==> src/rtl/lockstep_compare_monitor.sv <==
`default_nettype none
// ============================================================================
// Module   : lockstep_compare_monitor
// Purpose  : Skew-tolerant lockstep checker. Each lane has its own FIFO, and
//            aligned pairs are compared with sticky error and first-fail capture.
// Revision : 1.0  initial release
// ============================================================================
module lockstep_compare_monitor #(
    parameter int WIDTH = 8,
    parameter int DEPTH = 4,
    parameter int CNT_W = 16
) (
    input  logic             clk,
    input  logic             reset,
    input  logic             clk_enable,
    input  logic [WIDTH-1:0] a_data,
    input  logic             a_valid,
    input  logic [WIDTH-1:0] b_data,
    input  logic             b_valid,
    output logic             match_valid,
    output logic             mismatch,
    output logic             err_sticky,
    output logic [CNT_W-1:0] compare_count,
    output logic [CNT_W-1:0] mismatch_count,
    output logic [WIDTH-1:0] first_a,
    output logic [WIDTH-1:0] first_b,
    output logic [CNT_W-1:0] first_index,
    output logic             overflow
);

    localparam int c_PTR_W = (DEPTH > 1) ? $clog2(DEPTH) : 1;
    localparam int c_OCC_W = c_PTR_W + 1;
    localparam logic [c_OCC_W-1:0] c_FULL = c_OCC_W'(DEPTH);

    logic [WIDTH-1:0]   r_mem_a [DEPTH];
    logic [WIDTH-1:0]   r_mem_b [DEPTH];
    logic [c_PTR_W-1:0] r_wr_a, r_rd_a, r_wr_b, r_rd_b;
    logic [c_OCC_W-1:0] r_occ_a, r_occ_b;

    logic               r_match_valid, r_mismatch, r_err_sticky, r_overflow;
    logic [CNT_W-1:0]   r_compare_count, r_mismatch_count, r_first_index;
    logic [WIDTH-1:0]   r_first_a, r_first_b;

    logic               w_pop, w_push_a, w_push_b, w_drop, w_diff, w_first;
    logic [WIDTH-1:0]   w_head_a, w_head_b;

    // Pop is decided on occupancy at the start of the cycle, so a sample
    // pushed into an empty FIFO always waits one edge before it can pop.
    assign w_pop    = clk_enable && (r_occ_a != '0) && (r_occ_b != '0);
    assign w_push_a = clk_enable && a_valid && ((r_occ_a != c_FULL) || w_pop);
    assign w_push_b = clk_enable && b_valid && ((r_occ_b != c_FULL) || w_pop);
    assign w_drop   = clk_enable && ((a_valid && !w_push_a) || (b_valid && !w_push_b));
    assign w_head_a = r_mem_a[r_rd_a];
    assign w_head_b = r_mem_b[r_rd_b];
    assign w_diff   = (w_head_a != w_head_b);
    assign w_first  = w_pop && w_diff && !r_err_sticky;

    // Storage needs no reset; pointers and occupancy define validity.
    always_ff @(posedge clk) begin
        if (w_push_a) r_mem_a[r_wr_a] <= a_data;
        if (w_push_b) r_mem_b[r_wr_b] <= b_data;
    end

    always_ff @(posedge clk) begin
        if (reset) begin
            r_wr_a  <= '0;
            r_rd_a  <= '0;
            r_occ_a <= '0;
            r_wr_b  <= '0;
            r_rd_b  <= '0;
            r_occ_b <= '0;
        end else begin
            if (w_push_a) r_wr_a <= r_wr_a + 1'b1;
            if (w_push_b) r_wr_b <= r_wr_b + 1'b1;
            if (w_pop) begin
                r_rd_a <= r_rd_a + 1'b1;
                r_rd_b <= r_rd_b + 1'b1;
            end
            case ({w_push_a, w_pop})
                2'b10:   r_occ_a <= r_occ_a + 1'b1;
                2'b01:   r_occ_a <= r_occ_a - 1'b1;
                default: r_occ_a <= r_occ_a;
            endcase
            case ({w_push_b, w_pop})
                2'b10:   r_occ_b <= r_occ_b + 1'b1;
                2'b01:   r_occ_b <= r_occ_b - 1'b1;
                default: r_occ_b <= r_occ_b;
            endcase
        end
    end

    always_ff @(posedge clk) begin
        if (reset) begin
            r_match_valid    <= 1'b0;
            r_mismatch       <= 1'b0;
            r_err_sticky     <= 1'b0;
            r_overflow       <= 1'b0;
            r_compare_count  <= '0;
            r_mismatch_count <= '0;
            r_first_a        <= '0;
            r_first_b        <= '0;
            r_first_index    <= '0;
        end else begin
            // Pulses drop to zero on disabled edges too, so none can repeat.
            r_match_valid <= w_pop;
            r_mismatch    <= w_pop && w_diff;
            if (w_drop) r_overflow <= 1'b1;
            if (w_pop && (r_compare_count != '1))
                r_compare_count <= r_compare_count + 1'b1;
            if (w_pop && w_diff) begin
                r_err_sticky <= 1'b1;
                if (r_mismatch_count != '1)
                    r_mismatch_count <= r_mismatch_count + 1'b1;
            end
            if (w_first) begin
                r_first_a     <= w_head_a;
                r_first_b     <= w_head_b;
                r_first_index <= r_compare_count;
            end
        end
    end

    assign match_valid    = r_match_valid;
    assign mismatch       = r_mismatch;
    assign err_sticky     = r_err_sticky;
    assign overflow       = r_overflow;
    assign compare_count  = r_compare_count;
    assign mismatch_count = r_mismatch_count;
    assign first_a        = r_first_a;
    assign first_b        = r_first_b;
    assign first_index    = r_first_index;

endmodule
`default_nettype wire
==> config.mk <==
export PLATFORM = sky130hd
export DESIGN_NAME = lockstep_compare_monitor
export DESIGN_NICKNAME = d
export VERILOG_FILES = /design/src/rtl/lockstep_compare_monitor.sv
export SDC_FILE = /design/constraint.sdc
export NUM_CORES = 1
export LEC_CHECK = 0
export CORE_MARGIN = 5
export CORE_UTILIZATION = 55
export CTS_BUF_LIST = sky130_fd_sc_hd__clkbuf_4
export DETAILED_ROUTE_END_ITERATION = 10
export PLACE_DENSITY = 0.86
export RECOVER_POWER = 100
export SETUP_SLACK_MARGIN = 0.3
export SLEW_MARGIN = 25
export SYNTH_ARGS = -nofsm -noshare
export SYNTH_HDL_FRONTEND = slang
export SYNTH_SLANG_ARGS = --single-unit
==> constraint.sdc <==
create_clock -name clk -period 2.75 [get_ports clk]
set_input_delay 0.55 -clock clk [delete_from_list [all_inputs] [get_ports clk]]
set_output_delay 0.55 -clock clk [all_outputs]
set_load 0.005 [all_outputs]
==> results.txt, run 1 <==
* Worst setup path category: flop to flop
- After detailed routing, the number of vias per cell comes to 5.50.
* Seq/Total Area, Yosys: 58.7%
* Buffer type at the clock tree root: clkbuf_4
* Share of the synthesized area in the top cell type: 31.0%
- Setup violations remaining at the end of the flow were counted as 0.
- The number of max-slew violations in the final report was 0.
- Count of flip-flops with a built-in enable after synthesis: 64
- Result of the run: complete, no violations
- Core Footprint: 10900 sq um
- Data on the critical path is required at its endpoint by 3.15 ns.
- Across the routed clock network, the largest skew measured is 0.0168 ns.
* Fraction of layout cells with a size suffix above 1: 14.0%
- Main area contributors after synthesis: edfxtp_1 31%, dfxtp_1 28%, mux4_2 5.8%
- Critical Path, Cell by Cell: buf_12 > mux4_2 > xnor2_1 > nand4_4 > o211ai_4 > buf_6 > clkbuf_16 > mux2i_1 > nor2_1
- Buffers placed on the I/O ports in this run total 88.
- After the first detailed-routing iteration, the DRC count stood at 322.
- The final number of hold-violating endpoints was 0.
- Setup repair after global routing could not meet its margin everywhere.
- Proportion of register bits with asynchronous set or reset after synthesis: 0%
- Total of fill cells in the finished design: 745
- Counting I/O delays and the setup requirement, the final critical path takes 2.54 ns.
* Post-synthesis net count: 529
- Finished layout cell area: 7730 sq um
* Cts bufs inserted: 17
- Share of power burned in the clock network: 32.7%
* Max Clock Freq: 0.394 GHz
- Top-Level Pins: 89
- Critical path startpoint category: flop
- Max-cap violations in this run came to 0.
* Detailed Place HPWL: 8830 microns
- Number of distinct library cells after synthesis: 51
* Layout Cells excl Fill: 762
* Pin count of the biggest net entering global routing: 42
- In this run the worst hold path is classified as primary input to flop.
- Measured against its own limit, the worst slew margin works out to 58.7%.
- Routed wire length: 13100 microns
- In this design, the stage delay of the slowest critical-path cell is 0.56 ns.
* Final cycle utilization of the critical path: 92.2%
- Vertical extent of the die: 116 microns
- Sequential power share: 56.4%
* Maximum fanout encountered on the critical timing path: 8
* DP Cell Count: 720
- For this run, the leading register cell type out of synthesis is dfxtp_1.
* Layout area overhead: 24.6%
- Clk pin slew, worst setup/hold paths: 0.12 ns
* Flip-flop and latch count after synthesis: 150
* First-pass GRT wire length: 20700 microns
- The internal power of the cells totals 3240 uW.
- In this run switching power makes up 24.4% of total power.
* Worst IR Drop VDD: 0.415 mV
* Floorplan die area: 13500 sq um
- Among all stages on the critical path, the largest delay is contributed by mux4_2.
- Setup TNS: 0 ns
- Netlist area before placement: 6200 sq um
- Number of standard cells after synthesis: 496
- Horizontal extent of the die: 116 microns
- Gp weighted congestion: 0.819
* Detail-routed net length per standard cell: 17.1 microns
- The number of antenna violations at the first check in global routing was 1.
- Switching power: 1050 uW
* Clock Sink Count: 150
* Final ANT Viol Nets: 0
- Clock insertion delay at the later pin of the skew report: 0.52 ns
* Core Rows: 38
- Ratio of total power to cell area: 555 nW/um^2
* Post-route setup slack: 0.214 ns
- The multi-input combinational cells in the finished layout cover a total of 2420 sq um.
- Gr ovfl total: 0
* CTS tree: built
- In this run the cell area measured after placement is 7230 sq um.
- Timing analysis after detailed placement gives a worst setup slack of 0.0588 ns.
- Total iterations of the first detailed-routing run: 5
- Yosys printed 0 warnings.
- DRC viols: 0
- A synthesized cell averages 12.5 sq um.
* CTS H-tree depth: 4
* Vias in the first global route: 4231
* Net total in the final layout: 641
* GRT Total Usage: 19.8%
* Transition time at the pin with the least slew margin: 0.619 ns
* Worst-case clock buffer depth: 2
- Registers take 3650 sq um.
- The initial utilization of the core area, before any placement, comes to 56.7%.
- Combinational cells account for 10.9% of the total power.
- Critical path endpoint category: flop
- Summed over all cells, the static leakage comes to 0.00310 uW.
- For this block, the via count after detailed routing is 4191.
* Data arrival time of the critical path: 2.94 ns
* Largest area contributor in the synthesized netlist: edfxtp_1
[power groups by stage]
stage	logic (uW)	registers [uW]	clock network [uW]
final	467	2420	1400
after global routing	509	2430	1560
after CTS	462	2420	1430
after detailed placement	411	2470	0
after global placement	396	2460	0
after floorplan	276	2460	0
[cell families after synthesis]
logic type / share of synthesized area, %
AND/OR/NAND/NOR: 13.7
flip-flops: 58.7
multiplexers: 11.9
AO/OA/AOI/OAI: 4.72
XOR/XNOR: 4.66
buffers and inverters: 3.61
adder cells (fa/ha/maj): 2.66
[metal layers]
layer	track usage (%)	wire length [microns]	vias up
met1	24.8	5470	2046
met5	0	0	-
met4	6.03	163	0
met2	34.1	6710	121
li1	-	-	2011
met3	4.82	723	13
[cell type report]
type | instances | area share (%)
tap | 140 | 2.27
inverter | 11 | 0.534
multi-input combinational | 313 | 31.3
clock inverter | 15 | 2.28
sequential | 150 | 47.2
clock buffer | 17 | 1.65
antenna | 1 | 0.0324
timing repair buffer | 115 | 14.8
[through the flow]
| step | hold slack (ns) | util, % | total power (uW) |
|---|---|---|---|
| 2_1_floorplan | 0.460 | - | 2740 |
| 3_3_place_gp | 0.458 | 66.1 | 2860 |
| 3_5_place_dp | 0.474 | 66.1 | 2880 |
| 4_1_cts | 0.279 | 70.2 | 4310 |
| 5_1_grt | 0.270 | 70.7 | 4490 |
| 6_report | 0.328 | 70.7 | 4290 |
[Yosys cell counts (3+ instances only)]
cell      number
clkbuf_1      10
nand3_1       17
nand2_1       18
o31a_1         4
inv_1         11
mux4_2        16
mux2_2         3
mux2i_1       33
dfxtp_1       86
and3_1         8
o21a_1         4
edfxtp_1      64
a21oi_1       11
or3_1          5
nor2b_1        4
nand4_1        8
and2_1         9
xor2_1        15
xnor2_1       18
nor4_1         6
a31oi_1        3
ha_1          10
and4_1         3
o21ai_0        6
nor2_1        81
or4_1          3
a211oi_1       4
buf_12         3
nor3_1         4
[path summary, 6_finish.rpt]
path                                from           endpoint  slack [ns]  cells after the start
worst min-delay path               reset  mismatch_count[1]        0.33                      2
worst min register to register  overflow           overflow        0.49                      2
worst max register to register      flop     first_index[2]        0.21                      9
worst max-delay path                flop     first_index[2]        0.21                      9
[placed cells by master, fill, tap and decap left out, types with 7 or more instances in the layout]
cell type and count:
clkbuf_1 9, xor2_1 15, clkbuf_4 17, nor2_1 81, edfxtp_1 64, a21oi_1 11, and2_0 8, dfxtp_1 84
mux2i_1 32, buf_4 9, nand3_1 16, ha_1 10, dlygate4sd3_1 83, mux4_2 16, and3_1 8, xnor2_2 7
nand2_1 18, inv_1 11, nand4_1 8, xnor2_1 11
[state kept, by name (all words and copies together), names as in the netlist, named ones only]
signal          cells
match_valid         1
r_occ_b             3
r_mem_a            32
compare_count      16
first_a             8
r_wr_a              2
overflow            1
mismatch_count     16
r_wr_b              2
first_b             8
r_rd_a              2
r_occ_a             3
r_mem_b            32
mismatch            1
r_rd_b              2
err_sticky          1
first_index        16
[worst max-delay path: cells and delay by family (launching register included)]
kind                   cells  cell delay (ns)
AO/OA/AOI/OAI              1             0.25
XOR/XNOR                   1             0.31
buffers and inverters      3             0.45
flip-flops                 1             0.36
multiplexers               2             0.77
AND/OR/NAND/NOR            2             0.28
[timing repair]
item                                    CTS  global route
setup buffers                             3             3
pin swaps                                 6             9
gates resized for setup                  11            14
endpoints found under the setup margin   39            42
cloned                                    1             2
hold buffers                              0             0
Power figures use the tool's default switching activity.
==> run 2: changes to the inputs <==
Settings changed: CORE_UTILIZATION 55 to 51, PLACE_DENSITY 0.86 to 0.78.
Clock period 2.75 ns to 2.2 ns, I/O delays scaled along.
==> results.txt, run 2 (synthesis results as in run 1) <==
* Total leakage power: 0.00398 uW (+28%)
- The highest clock frequency the design can meet is 0.413 GHz (+4.8%).
- The flow ran to the end, but the final reports show violations.
- The maximum vdd drop is 0.608 mV (+47%).
* Endpoint of the lowest-slack register-to-register path: first_a[2]
* Final count of hold timing violations: 0 (unchanged)
- The proportion of layout cells with a drive suffix above 1 was 36.1% (+22 points).
- The final clock period utilization by the worst path came to 110% (+18 points).
* Sequential power share: 52.7% (-3.7 points)
* Violations in the final reports: negative setup slack
* Critical path data required time: 2.64 ns (-0.51 ns)
- The number of max-capacitance violations reported is 0 (unchanged).
- The slew at the pin with the worst max-slew slack was 0.694 ns (+0.0750 ns).
* Commonest non-fill, non-tap cell in the layout: nor2_1
- The total power per unit cell area was 654 nW/um^2 (+18%).
- Pin count of the biggest net entering global routing: 65 (+55%)
- The height of the chip came to 120 microns (+3.5%).
- Total of fill cells in the finished design: 763 (+2.4%)
- Final cell utilization of the core: 72.8% (+2.2 points)
- The CTS sink count came to 150 (unchanged).
* Top-Level Pins: 89 (unchanged)
- The final critical delay including setup and external delays came to 2.42 ns (-0.116 ns).
- Setup slack on the worst flop-to-flop path: -0.22 ns (-0.43 ns)
* Number of antenna cells inserted: 0 (-1)
- The number of max-slew violations in the final report came to 0 (unchanged).
- Leaving out fill and tap cells, the most frequent cells in the layout are 81 x nor2_1, 71 x buf_4, 64 x edfxtp_1.
- Data arrival time of the critical path: 2.86 ns (-0.08 ns)
- The final RePlAce weighted congestion came to 0.781 (-4.7%).
- The buffer depth of the longest clock path came to 2 (unchanged).
* Internal power: 4330 uW (+34%)
* Cts bufs inserted: 17 (unchanged)
- Switching power: 1360 uW (+30%)
- The number of antenna violations at the first check in global routing was 0 (-1).
- Initial Utilization: 51.9% (-4.9 points)
* Post-route setup slack: -0.221 ns (-0.434 ns)
- In this run the most critical hold path is launched from reset.
- The relative slew slack is 53.4% (-5.3 points).
- The clock tree skew after final layout is 0.0124 ns (-0.00436 ns).
- In this run the clock root is driven by a clkbuf_4.
* Worst hold slack: 0.321 ns (-0.00690 ns)
- The count of hold-fix buffers inserted at cts is 0 (unchanged).
* Layout area overhead: 40.4%
- Setup repair after global routing could not meet its margin everywhere.
* Share of power burned in the clock network: 35.3% (+2.6 points)
- The min-delay analysis places its worst path in the category primary input to flop.
* Core Rows: 40 (+5.3%)
* Horizontal extent of the die: 120 microns (+3.5%)
- The worst setup path is of the flop to flop kind.
- The clock network latency to the later pin of the worst-skew pair was 0.55 ns (+0.03 ns).
- The number of nets with antenna violations after routing is 0 (unchanged).
- Critical path endpoint category: flop
* Routed wire length: 14700 microns (+13%)
- Detailed Place HPWL: 9420 microns (+6.7%)
- The count of cells along the worst register-to-register path came to 9 (unchanged).
- TritonCTS built the clock tree.
- Total iterations of the first detailed-routing run: 5 (unchanged)
- Gr ovfl total: 0 (unchanged)
* GRT Total Usage: 20.4% (+0.59 points)
- The worst-path maximum fanout was 8 (unchanged).
- The detailed-route wire length per cell was 17.6 microns (+2.7%).
- The count of endpoints failing setup in the final report is 47 (+47).
* Net total in the final layout: 709 (+11%)
- The total DRC errors in the routed layout came to 0 (unchanged).
- DRT iter0 DRCs: 279 (-13%)
- Critical path startpoint category: flop
- Vias/cell: 5.45 (-0.87%)
- Sw Share: 23.9% (-0.45 points)
- Vias in the first global route: 4593 (+8.6%)
- The first-pass GRT wire length was 22800 microns (+10%).
* Number of buffers added on ports: 88 (unchanged)
- The hold path depth was 2 (unchanged).
- Floorplan die area: 14500 sq um (+7.2%)
- Clk pin slew, worst setup/hold paths: 0.12 ns (about the same)
- Core Footprint: 12000 sq um (+9.4%)
- Total number of vias: 4558 (+8.8%)
- The number of H-tree branching levels came to 4 (unchanged).
- Largest registers: r_mem_a x32, r_mem_b x32
- For hold timing, the worst endpoint is mismatch_count[6].
- The power share of the combinational group is 12.0% (+1.1 points).
==> run 2: cell types whose count changed in the layout (fill, tap and decap cells not counted), sizes merged <==
cell,delta
buf,+77
dlygate4sd3,-67
dlygate4sd2,+42
dlymetal6s2s,+22
clkbuf,-9
bufinv,+2
clkdlybuf4s25,+2
clkinv,-2
clkdlybuf4s50,+1
clkinvlp,-1
diode,-1
inv,+1
==> run 2: power groups by stage <==
stage,clock (uW),combinational (uW),sequential [uW]
5_1_grt,2210,738,3010
3_5_place_dp,0,595,3090
4_1_cts,2070,649,3010
3_3_place_gp,0,577,3080
2_1_floorplan,0,360,3070
6_report,2010,685,3000
==> run 2: worst max path at each step <==
stage,endpoint,slack (ns),cells after the start
6_report,first_a[2],-0.22,9
4_1_cts,first_index[10],-0.19,8
3_3_place_gp,mismatch_count[15],-0.28,6
3_5_place_dp,mismatch_count[15],-0.32,6
2_1_floorplan,first_index[5],-0.03,8
5_1_grt,first_index[9],-0.34,9
==> run 2: critical path: stages (launching register included) <==
cell and delay [ns]:
dfxtp_2 0.36, buf_12 0.14, mux4_2 0.57, xnor2_2 0.25, nand4_4 0.18, o211ai_4 0.23
buf_6 0.16, buf_12 0.13, mux2i_2 0.23, nor2_1 0.06
==> run 2: stage by stage <==
step | cell area, sq um | setup slack (ns) | setup TNS, ns | instances | power, uW
floorplan | 6250 | -0.0277 | -0.806 | 496 | 3440
global placement | 7690 | -0.283 | -6.07 | 760 | 3660
detailed placement | 7690 | -0.317 | -7.78 | 760 | 3680
CTS | 8460 | -0.191 | -6.25 | 823 | 5720
global route | 8710 | -0.341 | -12.81 | 836 | 5950
finish | 8710 | -0.221 | -7.58 | 836 | 5700
==> run 2: final cells by class <==
| class | count | area (sq um) | share of cell area (%) |
|---|---|---|---|
| flip-flops and latches | 150 | 3780 | 43.4 |
| multi-input cells | 313 | 2530 | 29.0 |
| repair buffers | 183 | 1830 | 21.0 |
| clock inverters | 15 | 225 | 2.59 |
| well taps | 147 | 184 | 2.11 |
| clock buffers | 17 | 128 | 1.46 |
| inverters | 11 | 41.3 | 0.474 |
==> run 2: timing repair <==
action / CTS / global route
resized for setup: 146 / 47
pin swaps: 6 / 12
buffers inserted: 30 / 11
cloned: 1 / 2
endpoints found under the setup margin: 126 / 87
==> run 2: metal layers <==
metal  global-route usage (%)  part of all wire, %  vias up
met5                        0                    0        -
li1                         -                    -     2157
met4                     7.65                  1.7        0
met1                     23.5                   40     2225
met3                     5.57                  5.2       26
met2                     36.2                   53      150
